## config.mk

```make
export PLATFORM = sky130hd
export DESIGN_NAME = inst_fetch_unit
export DESIGN_NICKNAME = d
export VERILOG_FILES = /design/src/rtl/cpu_pkg.sv /design/src/rtl/inst_mem.sv /design/src/rtl/inst_fetch_unit.sv
export SDC_FILE = /design/constraint.sdc
export NUM_CORES = 1
export LEC_CHECK = 0
export CAP_MARGIN = 20
export CORE_UTILIZATION = 40
export CTS_CLUSTER_SIZE = 12
export DETAILED_ROUTE_END_ITERATION = 16
export SYNTH_ARGS = -nofsm -noshare
export SYNTH_HDL_FRONTEND = slang
export SYNTH_HIERARCHICAL = 1
export SYNTH_SLANG_ARGS = --single-unit
```

## constraint.sdc

```tcl
create_clock -name clk -period 3.82 [get_ports clk]
set_clock_uncertainty 0.2 [all_clocks]
set_input_delay 1.146 -clock clk [delete_from_list [all_inputs] [get_ports clk]]
set_output_delay 1.146 -clock clk [all_outputs]
set_load 0.02 [all_outputs]
```

## src/rtl/cpu_pkg.sv

```systemverilog
// Shared CPU definitions: instruction width, halt word and fetch-state encoding.
`default_nettype none
package cpu_pkg;
  localparam int INST_W = 16;
  localparam int ADDR_W = 4;
  localparam logic [INST_W-1:0] HALT_WORD = 16'hFFFF;

  typedef enum logic [2:0] {
    ST_IDLE   = 3'd0,
    ST_FETCH  = 3'd1,
    ST_CAPT   = 3'd2,
    ST_VALID  = 3'd3,
    ST_EXEC   = 3'd4,
    ST_HALTED = 3'd5
  } fetch_state_t;
endpackage
`default_nettype wire

```

## src/rtl/inst_mem.sv

```systemverilog
// Single-clock instruction memory, synchronous write and 1-cycle synchronous read.
`default_nettype none
module inst_mem #(
  parameter int ADDR_W = 4,
  parameter int INST_W = 16
) (
  input  logic              clk,
  input  logic              we,
  input  logic [ADDR_W-1:0] waddr,
  input  logic [INST_W-1:0] wdata,
  input  logic [ADDR_W-1:0] raddr,
  output logic [INST_W-1:0] rdata
);
  logic [INST_W-1:0] mem [2**ADDR_W];

  // Read samples the array before this edge's write lands: same-address reads see old data.
  always_ff @(posedge clk) begin
    if (we) mem[waddr] <= wdata;
    rdata <= mem[raddr];
  end
endmodule
`default_nettype wire

```

## src/rtl/inst_fetch_unit.sv

```systemverilog
// Instruction fetch stage: PC, program memory and a valid/ack/done handshake to the control unit.
`default_nettype none
module inst_fetch_unit #(
  parameter int                      ADDR_W     = cpu_pkg::ADDR_W,
  parameter int                      INST_W     = cpu_pkg::INST_W,
  parameter logic [ADDR_W-1:0]       START_ADDR = '0,
  parameter logic [INST_W-1:0]       HALT_WORD  = cpu_pkg::HALT_WORD
) (
  input  logic              clk,
  input  logic              rst,
  input  logic              run,
  input  logic              load_we,
  input  logic [ADDR_W-1:0] load_addr,
  input  logic [INST_W-1:0] load_data,
  input  logic              inst_ack,
  input  logic              inst_done,
  output logic [INST_W-1:0] inst_out,
  output logic              inst_valid,
  output logic [ADDR_W-1:0] pc,
  output logic              busy,
  output logic              halted
);
  import cpu_pkg::*;

  fetch_state_t      state, state_next;
  logic [ADDR_W-1:0] pc_next;
  logic [INST_W-1:0] inst_next;
  logic              valid_next;
  logic              mem_we;
  logic [INST_W-1:0] rd_data;

  inst_mem #(.ADDR_W(ADDR_W), .INST_W(INST_W)) u_mem (
    .clk   (clk),
    .we    (mem_we),
    .waddr (load_addr),
    .wdata (load_data),
    .raddr (pc),
    .rdata (rd_data)
  );

  always_ff @(posedge clk) begin
    if (rst) begin
      state      <= ST_IDLE;
      pc         <= START_ADDR;
      inst_out   <= '0;
      inst_valid <= 1'b0;
      busy       <= 1'b0;
      halted     <= 1'b0;
    end else begin
      state      <= state_next;
      pc         <= pc_next;
      inst_out   <= inst_next;
      inst_valid <= valid_next;
      busy       <= (state_next != ST_IDLE) && (state_next != ST_HALTED);
      halted     <= (state_next == ST_HALTED);
    end
  end

  always_comb begin
    state_next = state;
    pc_next    = pc;
    inst_next  = inst_out;
    valid_next = inst_valid;
    mem_we     = 1'b0;
    case (state)
      ST_IDLE, ST_HALTED: begin
        // Program writes are only honoured while nothing is being fetched.
        mem_we = load_we;
        if (run) begin
          state_next = ST_FETCH;
          pc_next    = START_ADDR;
        end
      end
      ST_FETCH: state_next = ST_CAPT;
      ST_CAPT: begin
        if (rd_data == HALT_WORD) begin
          state_next = ST_HALTED;
        end else begin
          state_next = ST_VALID;
          inst_next  = rd_data;
          valid_next = 1'b1;
        end
      end
      ST_VALID: begin
        if (inst_ack) begin
          state_next = ST_EXEC;
          valid_next = 1'b0;
          pc_next    = pc + 1'b1;
        end
      end
      ST_EXEC: if (inst_done) state_next = ST_FETCH;
      default: state_next = ST_IDLE;
    endcase
  end
endmodule
`default_nettype wire

```

After elaboration in Yosys (flattened, before gate mapping)
Memories as Yosys holds them, arrays and structs flattened. A register that Yosys moved wholly into a read port is not among the register bits.
Cells that the tools add are included.
{ "word_totals": {"output_inout_bits": 23, "elab_cells": 43, "rom_bits": 0, "memories": 1, "ff_bits": 26, "in_bits": 26, "ramBits": 256, "latchBits": 0} }
{ "op_classes": {"div_mod_pow": 0, "mux": 14, "n_shift": 0, "order_cmp": 0, "bitwise": 1, "n_addsub": 1, "eq_ne": 11, "reduce_logical": 9, "n_mul": 0} }
{ "mem_list": {"columns": ["memory", "depth", "width", "rd", "rd_clocked_by_memory_dff", "write_ports", "line", "text"], "rows": [
  ["u_mem.mem", 16, 16, 1, 1, 1, "inst_mem.sv:14", "logic [INST_W-1:0] mem [2**ADDR_W];"]
]} }
{ "ops": {"columns": ["cell", "n"], "rows": [
  ["$eq 16x16->1 const B", 1],
  ["$pmux 3 s5", 1],
  ["$mux 3", 4],
  ["$eq 3x3->1 const B", 3],
  ["$mux 4", 2],
  ["$pmux 4 s2", 1],
  ["$eq 3x2->1 const B", 2],
  ["$ne 2x2->1 const B", 3],
  ["$reduce_and 3->1", 2],
  ["$mux 1", 5],
  ["$add 4x1->4 const B", 1],
  ["$reduce_bool 2->1", 2],
  ["$eq 3x1->1 const B", 1],
  ["$logic_not 3->1", 1],
  ["$ne 3x3->1 const B", 1],
  ["$reduce_bool 3->1", 1],
  ["$pmux 1 s2", 1],
  ["$reduce_and 2->1", 1],
  ["$reduce_or 2->1", 1],
  ["$logic_and 1x1->1", 1],
  ["$not 1->1", 1]
]} }

Longest topological paths before layout
Gate-level depths: netlist of the first run.
{ "depth": {"depth_word": 5, "ltp_mapped": 6, "ltp_nobuf": 5} }

Modules after synthesis
The synthesis of the first run kept the hierarchy.
{ "modules_own_cells": {"columns": ["mod", "area_each_um2", "seq_area_each_um2", "cells_per_inst", "n_inst"], "rows": [
  ["inst_mem", 10043.4, 8007.7, 432, 1],
  ["inst_fetch_unit", 1308.8, 520.5, 136, 1]
]} }

Worst setup path before layout of the first run
OpenSTA, ideal clock, no wires.
{ "synth_path": {"kind": "in2reg", "start": "input load_we", "end": "memory u_mem.mem[0][0], enable pin", "arrival_ns": 2.930, "stages": 3, "t_required_ns": 3.211, "setup_slack_ns": 0.281, "n_path_buf": 0, "setup_time_ns": 0.409, "cell_sequence": "and2_1 -> or3b_2 -> nor3_1"} }
{ "synth_between": {"elab_chain_len": 3} }
{ "synth_lines": {"columns": ["element", "line", "text"], "rows": [
  ["start, declared", "inst_fetch_unit.sv:12", "input logic load_we,"],
  ["$mux 1", "inst_fetch_unit.sv:65", "case (state)"],
  ["$mux 1", "inst_mem.sv:18", "if (we) mem[waddr] <= wdata;"],
  ["$mux 1 (implied by the code)", "inst_mem.sv:18", null],
  ["end, declared", "inst_mem.sv:14", null]
]} }
No other way between the ends.

Worst setup path after layout of the first run
{ "layout_path": {"start": "register pc[2]", "end": "output pc[2]"} }
{ "layout_rtl": {"columns": ["element", "line", "text"], "rows": [
  ["start, declared", "inst_fetch_unit.sv:19", "output logic [ADDR_W-1:0] pc,"],
  ["start signal, assigned", "inst_fetch_unit.sv:51", "pc <= pc_next;"]
]} }
No word-level cell between the ends.

==> results.ini, run 1 <==
[synth]
synth-main-ff-cell=edfxtp_1
synth_area_leader_cell=edfxtp_1
synth.area.top_cells=edfxtp_1 68%, mux4_2 11%, dfxtp_1 7.4%, mux4_1 2.3%, a22oi_1 2.1%
yosysUniqueCellTypes=42
synth_top_family_by_area=multiplexers
synth_top_cell_area_share=0.6772
synth.area.mux_share=0.1454
synth_fp_nets=595
postSynthAreaPerCell_sq_um=19.99
synthSimpleGateAreaFrac=0.05268
synth_compound_area_frac=0.03152
syn-cell-area_sq_um=11350
synthArstFlopShare=0
synth_edf_count=256
ys_seq_area_frac=0.7512
ys_ff_latch=298
yosys_warnings=6
yosys.area_share.adder=0.001102
netlist_instances=568
synth-xor-area-share=0.001433

[cts]
insertion_delay_ns=0.54
cts_setup_buffers=0
cts_tree=built
htree_levels=1
hold_buffers=0
ctsResizeCount=0
cts_made_buffers=30
cts.path.max_buffers=3
path_clk_slew_ns=0.06
clkSinkCount=298
cts_root_buf=clkbuf_16

[hold_path]
hold_path.class=register to register
hold_path_depth=2

[grt]
grt_max_degree=68
antenna_found_initial=0
grt_pass1_vias=5735
grt_use_total=0.1735
grt_pass1_wl_mm=36.38
grt_overflow=0

[detailed_routing]
post-route-drc-count=0
drtIter0Drc=462
drt_pass1_iterations=4
ant_nets=0
vias_per_cell=5.279
num_vias=5522
wire_per_inst_um=22.97
drt-total-wl_mm=24.02

[sta]
setup_violations=0
fin_crit_sh=0.7855
setup_tns_ns=0
fin_crit_ns=3.001
hold_viol=0
worst_slew_pin_slew_ns=0.9523
holdWs_ns=0.2570
slew_violations=0
relSlewSlack=0.3651
rsz0062_at_grt=false
max_freq_mhz=333.3

[die]
dieArea_sq_um=29060
start_util=0.4075
ios=49
num_rows=61
core-area_sq_um=27860
dieHeight_um=170.5
die_x_um=170.5

[setup_path]
crit_family=buffers and inverters
required_ns=2.47
crit_chain=clkdlybuf4s50_1
max_stage_delay_ns=0.66
slowest_stage=clkdlybuf4s50_1
crit_cells=1
reg2reg_depth=6
crit_type=register to output pin
cp-start-kind=register
path_max_fanout=8
end_kind=output pin
path_buf_inv=1
arrival_ns=1.65

[layout]
num-nets-final=670
nFillCells=2275
fin_area_sq_um=13290
drive_gt1_frac=0.2114
layout_common_cells=256 x edfxtp_1, 54 x mux4_2, 48 x clkdlybuf4s50_1
fin_cells=1046
syn_to_final_growth_pct=17.04
layout_commonest_cell=edfxtp_1

[pwr]
irDropWorstVdd_v=0.0003622
power_per_cell_area_nw_per_um2=495.6
p_leak_nw=4.165

[placed_design]
portBuffers=48
gp_congestion=0.8049
dpl.hpwl_mm=14.97
place_area_sq_um=12360
dp_cells=989

[status]
status=finished clean

[run]
cap_violations=0

cells in the mapped netlist, types with 3 or more instances:
library cell,number
a21oi_1,6
a22oi_1,32
buf_1,3
buf_2,4
buf_4,3
buf_6,5
clkbuf_1,12
dfxtp_1,42
edfxtp_1,256
inv_1,5
mux2i_1,16
mux4_1,10
mux4_2,54
nand2_1,19
nand2b_1,37
nand4_1,4
nor2_1,22
nor2b_1,4
nor3_1,4
o21ai_1,3
final timing paths:
kind / from / to / slack, ns
max: pc[2] / pc[2] / 0.82
min reg2reg: inst_valid / inst_valid / 0.26
max reg2reg: state[0] / u_mem/mem[0][0] / 1.01
min: inst_valid / inst_valid / 0.26
power by group:
part	switching, mW	internal [mW]
Combinational	0.157	0.108
Sequential	0.0236	3.58
Clock	1.12	1.59
Total	1.31	5.28
cell type report:
cell class / count / area [sq um] / area share
Antenna cell: 1 / 2.502 / 0.0001883
Clock buffer: 53 / 908.4 / 0.06837
Clock inverter: 3 / 12.51 / 0.0009417
Inverter: 5 / 18.77 / 0.001413
Multi-Input combinational cell: 237 / 2685 / 0.2021
Sequential cell: 298 / 8533 / 0.6422
Tap cell: 378 / 473.0 / 0.03560
Timing Repair Buffer: 71 / 653.1 / 0.04916
sequential cells by signal, summed over array words and instances (netlist names):
signal and count:
u_mem/mem 256, inst_out 16, u_mem/rdata 16, pc 4
state 3, busy 1, halted 1, inst_valid 1
stage by stage:
stage	setup slack, ns	utilization	total power [mW]
global placement	0.5079	0.4438	3.932
detailed placement	0.4721	0.4438	3.945
finish	0.8193	0.4769	6.585
global route	0.7629	0.4768	6.812
floorplan	0.2806	-	3.799
CTS	0.7957	0.4768	6.665
metal layers:
layer	track usage	vias to the layer above	wire length [um]
met1	0.2455	2868	10670
met2	0.2815	159	11650
li1	-	2457	-
met5	0	-	0
met3	0.02535	38	1187
met4	0.04661	0	513
cells by family after synthesis:
logic type,after synthesis
adder cells (fa/ha/maj),1
multiplexers,81
XOR/XNOR,1
flip-flops,298
AO/OA/AOI/OAI,49
buffers and inverters,33
AND/OR/NAND/NOR,105
No activity file was read; power rests on OpenSTA's default activity.
==> inputs of run 2 (changes only) <==
==> constraint.sdc (replaced) <==
create_clock -name clk -period 3.1 [get_ports clk]
set_clock_uncertainty 0.2 [all_clocks]
set_input_delay 0.93 -clock clk [delete_from_list [all_inputs] [get_ports clk]]
set_output_delay 0.93 -clock clk [all_outputs]
set_load 0.02 [all_outputs]
==> run 2 against run 1 <==
Sequential share of layout area shrank 1.5 points. Sequential cell count is the same. Combinational power grew 35%. Utilization grew 1.1 points.
==> results.ini, run 2 (synthesized netlist as in run 1, its figures left out) <==
[grt]
grt.busiest_layer=met2  ; unchanged
grt_pass1_vias=5682  ; was 5735
antenna_found_initial=2  ; was 0
grt_pass1_wl_mm=35.59  ; was 36.38 mm
grtUsageMet2=0.2887  ; was 0.2815
grt_overflow=0  ; unchanged
grt_max_degree=68  ; unchanged
grt_use_total=0.1729  ; was 0.1735
gr-usage-met3=0.03419  ; was 0.02535
use_met1=0.2249  ; was 0.2455

[layout]
num_antenna_cells=0  ; was 1
drive_gt1_frac=0.2311  ; was 0.2114
syn_to_final_growth_pct=19.80  ; was 17.04%
layout_commonest_cell=edfxtp_1  ; unchanged
reg_top3=u_mem/mem x256, inst_out x16, u_mem/rdata x16  ; unchanged
top_register=u_mem/mem  ; unchanged
num-nets-final=683  ; was 670
nFillCells=2275  ; unchanged
largest_register_ff_count=256  ; unchanged
layout_common_cells=256 x edfxtp_1, 54 x mux4_2, 48 x clkdlybuf4s50_1  ; unchanged

[sta]
max_freq_mhz=344.6
slew_violations=0  ; unchanged
fin_crit_ns=2.902
relSlewSlack=0.3718  ; was 0.3651
setup_tns_ns=0  ; unchanged
worst_slew_pin_slew_ns=0.9392  ; was 0.9523 ns
fin_crit_sh=0.9360
fin_ws_ns=0.1984  ; was 0.8193 ns
setup_violations=0  ; unchanged
rsz0062_at_grt=false  ; unchanged
hold_viol=0  ; unchanged

[setup_path]
path_buf_inv=1  ; unchanged
reg2reg_depth=6  ; unchanged
timing.rr.start=state[2]  ; was state[0]
path_max_fanout=14  ; was 8
end_kind=output pin  ; unchanged
crit_chain=clkdlybuf4s50_1  ; unchanged
reg2reg_slack_ns=0.52  ; was 1.01 ns
worstReg2RegEnd=u_mem/mem[0][10]  ; was u_mem/mem[0][0]
arrival_ns=1.77  ; was 1.65 ns
cp-start-kind=register  ; unchanged
required_ns=1.97  ; was 2.47 ns
crit_type=register to output pin  ; unchanged
slowest_stage=clkdlybuf4s50_1  ; unchanged
crit_start=pc[0]  ; was pc[2]
max_stage_delay_ns=0.68  ; was 0.66 ns
crit_family=buffers and inverters  ; unchanged

[pwr]
p_leak_nw=4.280  ; was 4.165 nW
total_power_mw=8.179  ; was 6.585 mW
power_per_cell_area_nw_per_um2=601.4  ; was 495.6 nW/um^2
irDropWorstVdd_v=0.0004026  ; was 0.0003622 V

[cts]
cts.path.max_buffers=3  ; unchanged
clkSinkCount=298  ; unchanged
cts_tree=built  ; unchanged
hold_buffers=0  ; unchanged
htree_levels=1  ; unchanged
ctsResizeCount=0  ; unchanged
path_clk_slew_ns=0.06  ; about the same
cts_root_buf=clkbuf_16  ; unchanged
insertion_delay_ns=0.54  ; about the same
cts_setup_buffers=0  ; unchanged
cts_made_buffers=31  ; was 30

[hold_path]
holdPathEnd=inst_out[1]  ; was inst_valid
hold_path_depth=2  ; unchanged
hp-start=inst_out[1]  ; was inst_valid
hold_path.class=register to register  ; unchanged

[detailed_routing]
post-route-drc-count=0  ; unchanged
vias_per_cell=5.274  ; was 5.279
drt_pass1_iterations=4  ; unchanged
drt-total-wl_mm=24.49  ; was 24.02 mm
num_vias=5554  ; was 5522
drtIter0Drc=428  ; was 462
wire_per_inst_um=23.26  ; was 22.97 um
ant_nets=0  ; unchanged

[die]
core-area_sq_um=27860  ; unchanged
ios=49  ; unchanged
dieHeight_um=170.5  ; unchanged
dieArea_sq_um=29060  ; unchanged
start_util=0.4075  ; unchanged
die_x_um=170.5  ; unchanged
num_rows=61  ; unchanged

[placed_design]
place_ws_ns=0.04670  ; was 0.4721 ns
gp_congestion=0.8122  ; was 0.8049
dpl.hpwl_mm=15.49  ; was 14.97 mm
portBuffers=48  ; unchanged

[run]
cap_violations=0  ; unchanged

[status]
status=finished clean  ; unchanged

==> run 2: worst max path at each step <==
stage                                  end  slack, ns  cells past startpoint
after floorplan            u_mem/mem[8][0]       0.13                      3
after global placement     u_mem/mem[0][4]       0.05                      5
after detailed placement  u_mem/mem[0][11]       0.05                      5
after CTS                            pc[0]       0.17                      1
after global routing                 pc[0]       0.14                      1
final                                pc[0]       0.20                      1
==> run 2: metrics by stage <==
stage	hold slack, ns	util	std cells	instance area (sq um)
after detailed placement	0.2649	0.4551	1001	12680
after floorplan	0.2518	-	568	11360
after CTS	0.2728	0.4882	1053	13600
final	0.2703	0.4882	1053	13600
after global placement	0.2558	0.4551	1001	12680
after global routing	0.2999	0.4882	1053	13600
==> run 2: metal layers <==
layer  vias to the layer above  part of all wire
met5                         -           0.00078
li1                       2481                 -
met1                      2854              0.41
met2                       169              0.50
met3                        46             0.055
met4                         4             0.034
==> run 2: worst min-delay path, delay by kind of cell, from the launching register on <==
kind	cells	cell delay [ns]
multiplexers	1	0.06
flip-flops	1	0.30
AND/OR/NAND/NOR	1	0.06
==> run 2: cell type report <==
cell class,count,area [sq um],area share
Timing Repair Buffer,83,968.4,0.07121
Multi-Input combinational cell,237,2685,0.1974
Clock buffer,50,885.9,0.06514
Tap cell,378,473.0,0.03478
Inverter,5,18.77,0.001380
Clock inverter,2,35.03,0.002576
Sequential cell,298,8533,0.6275
==> run 2: where the power goes <==
part / leakage, nW / internal [mW] / switching, mW / total, mW
clock network: 0.452 / 2.01 / 1.38 / 3.38
logic: 1.17 / 0.152 / 0.205 / 0.357
registers: 2.66 / 4.41 / 0.0252 / 4.44
total: 4.28 / 6.57 / 1.61 / 8.18
==> inputs of run 3 (changes only) <==
--- a/config.mk
+++ b/config.mk
@@ -9,6 +9,7 @@
 export CORE_UTILIZATION = 40
 export CTS_CLUSTER_SIZE = 12
 export DETAILED_ROUTE_END_ITERATION = 16
+export SLEW_MARGIN = 10
 export SYNTH_ARGS = -nofsm -noshare
 export SYNTH_HDL_FRONTEND = slang
 export SYNTH_HIERARCHICAL = 1
==> results of run 3 <==
The final DEF is identical to that of run 2; final timing and power are the same.
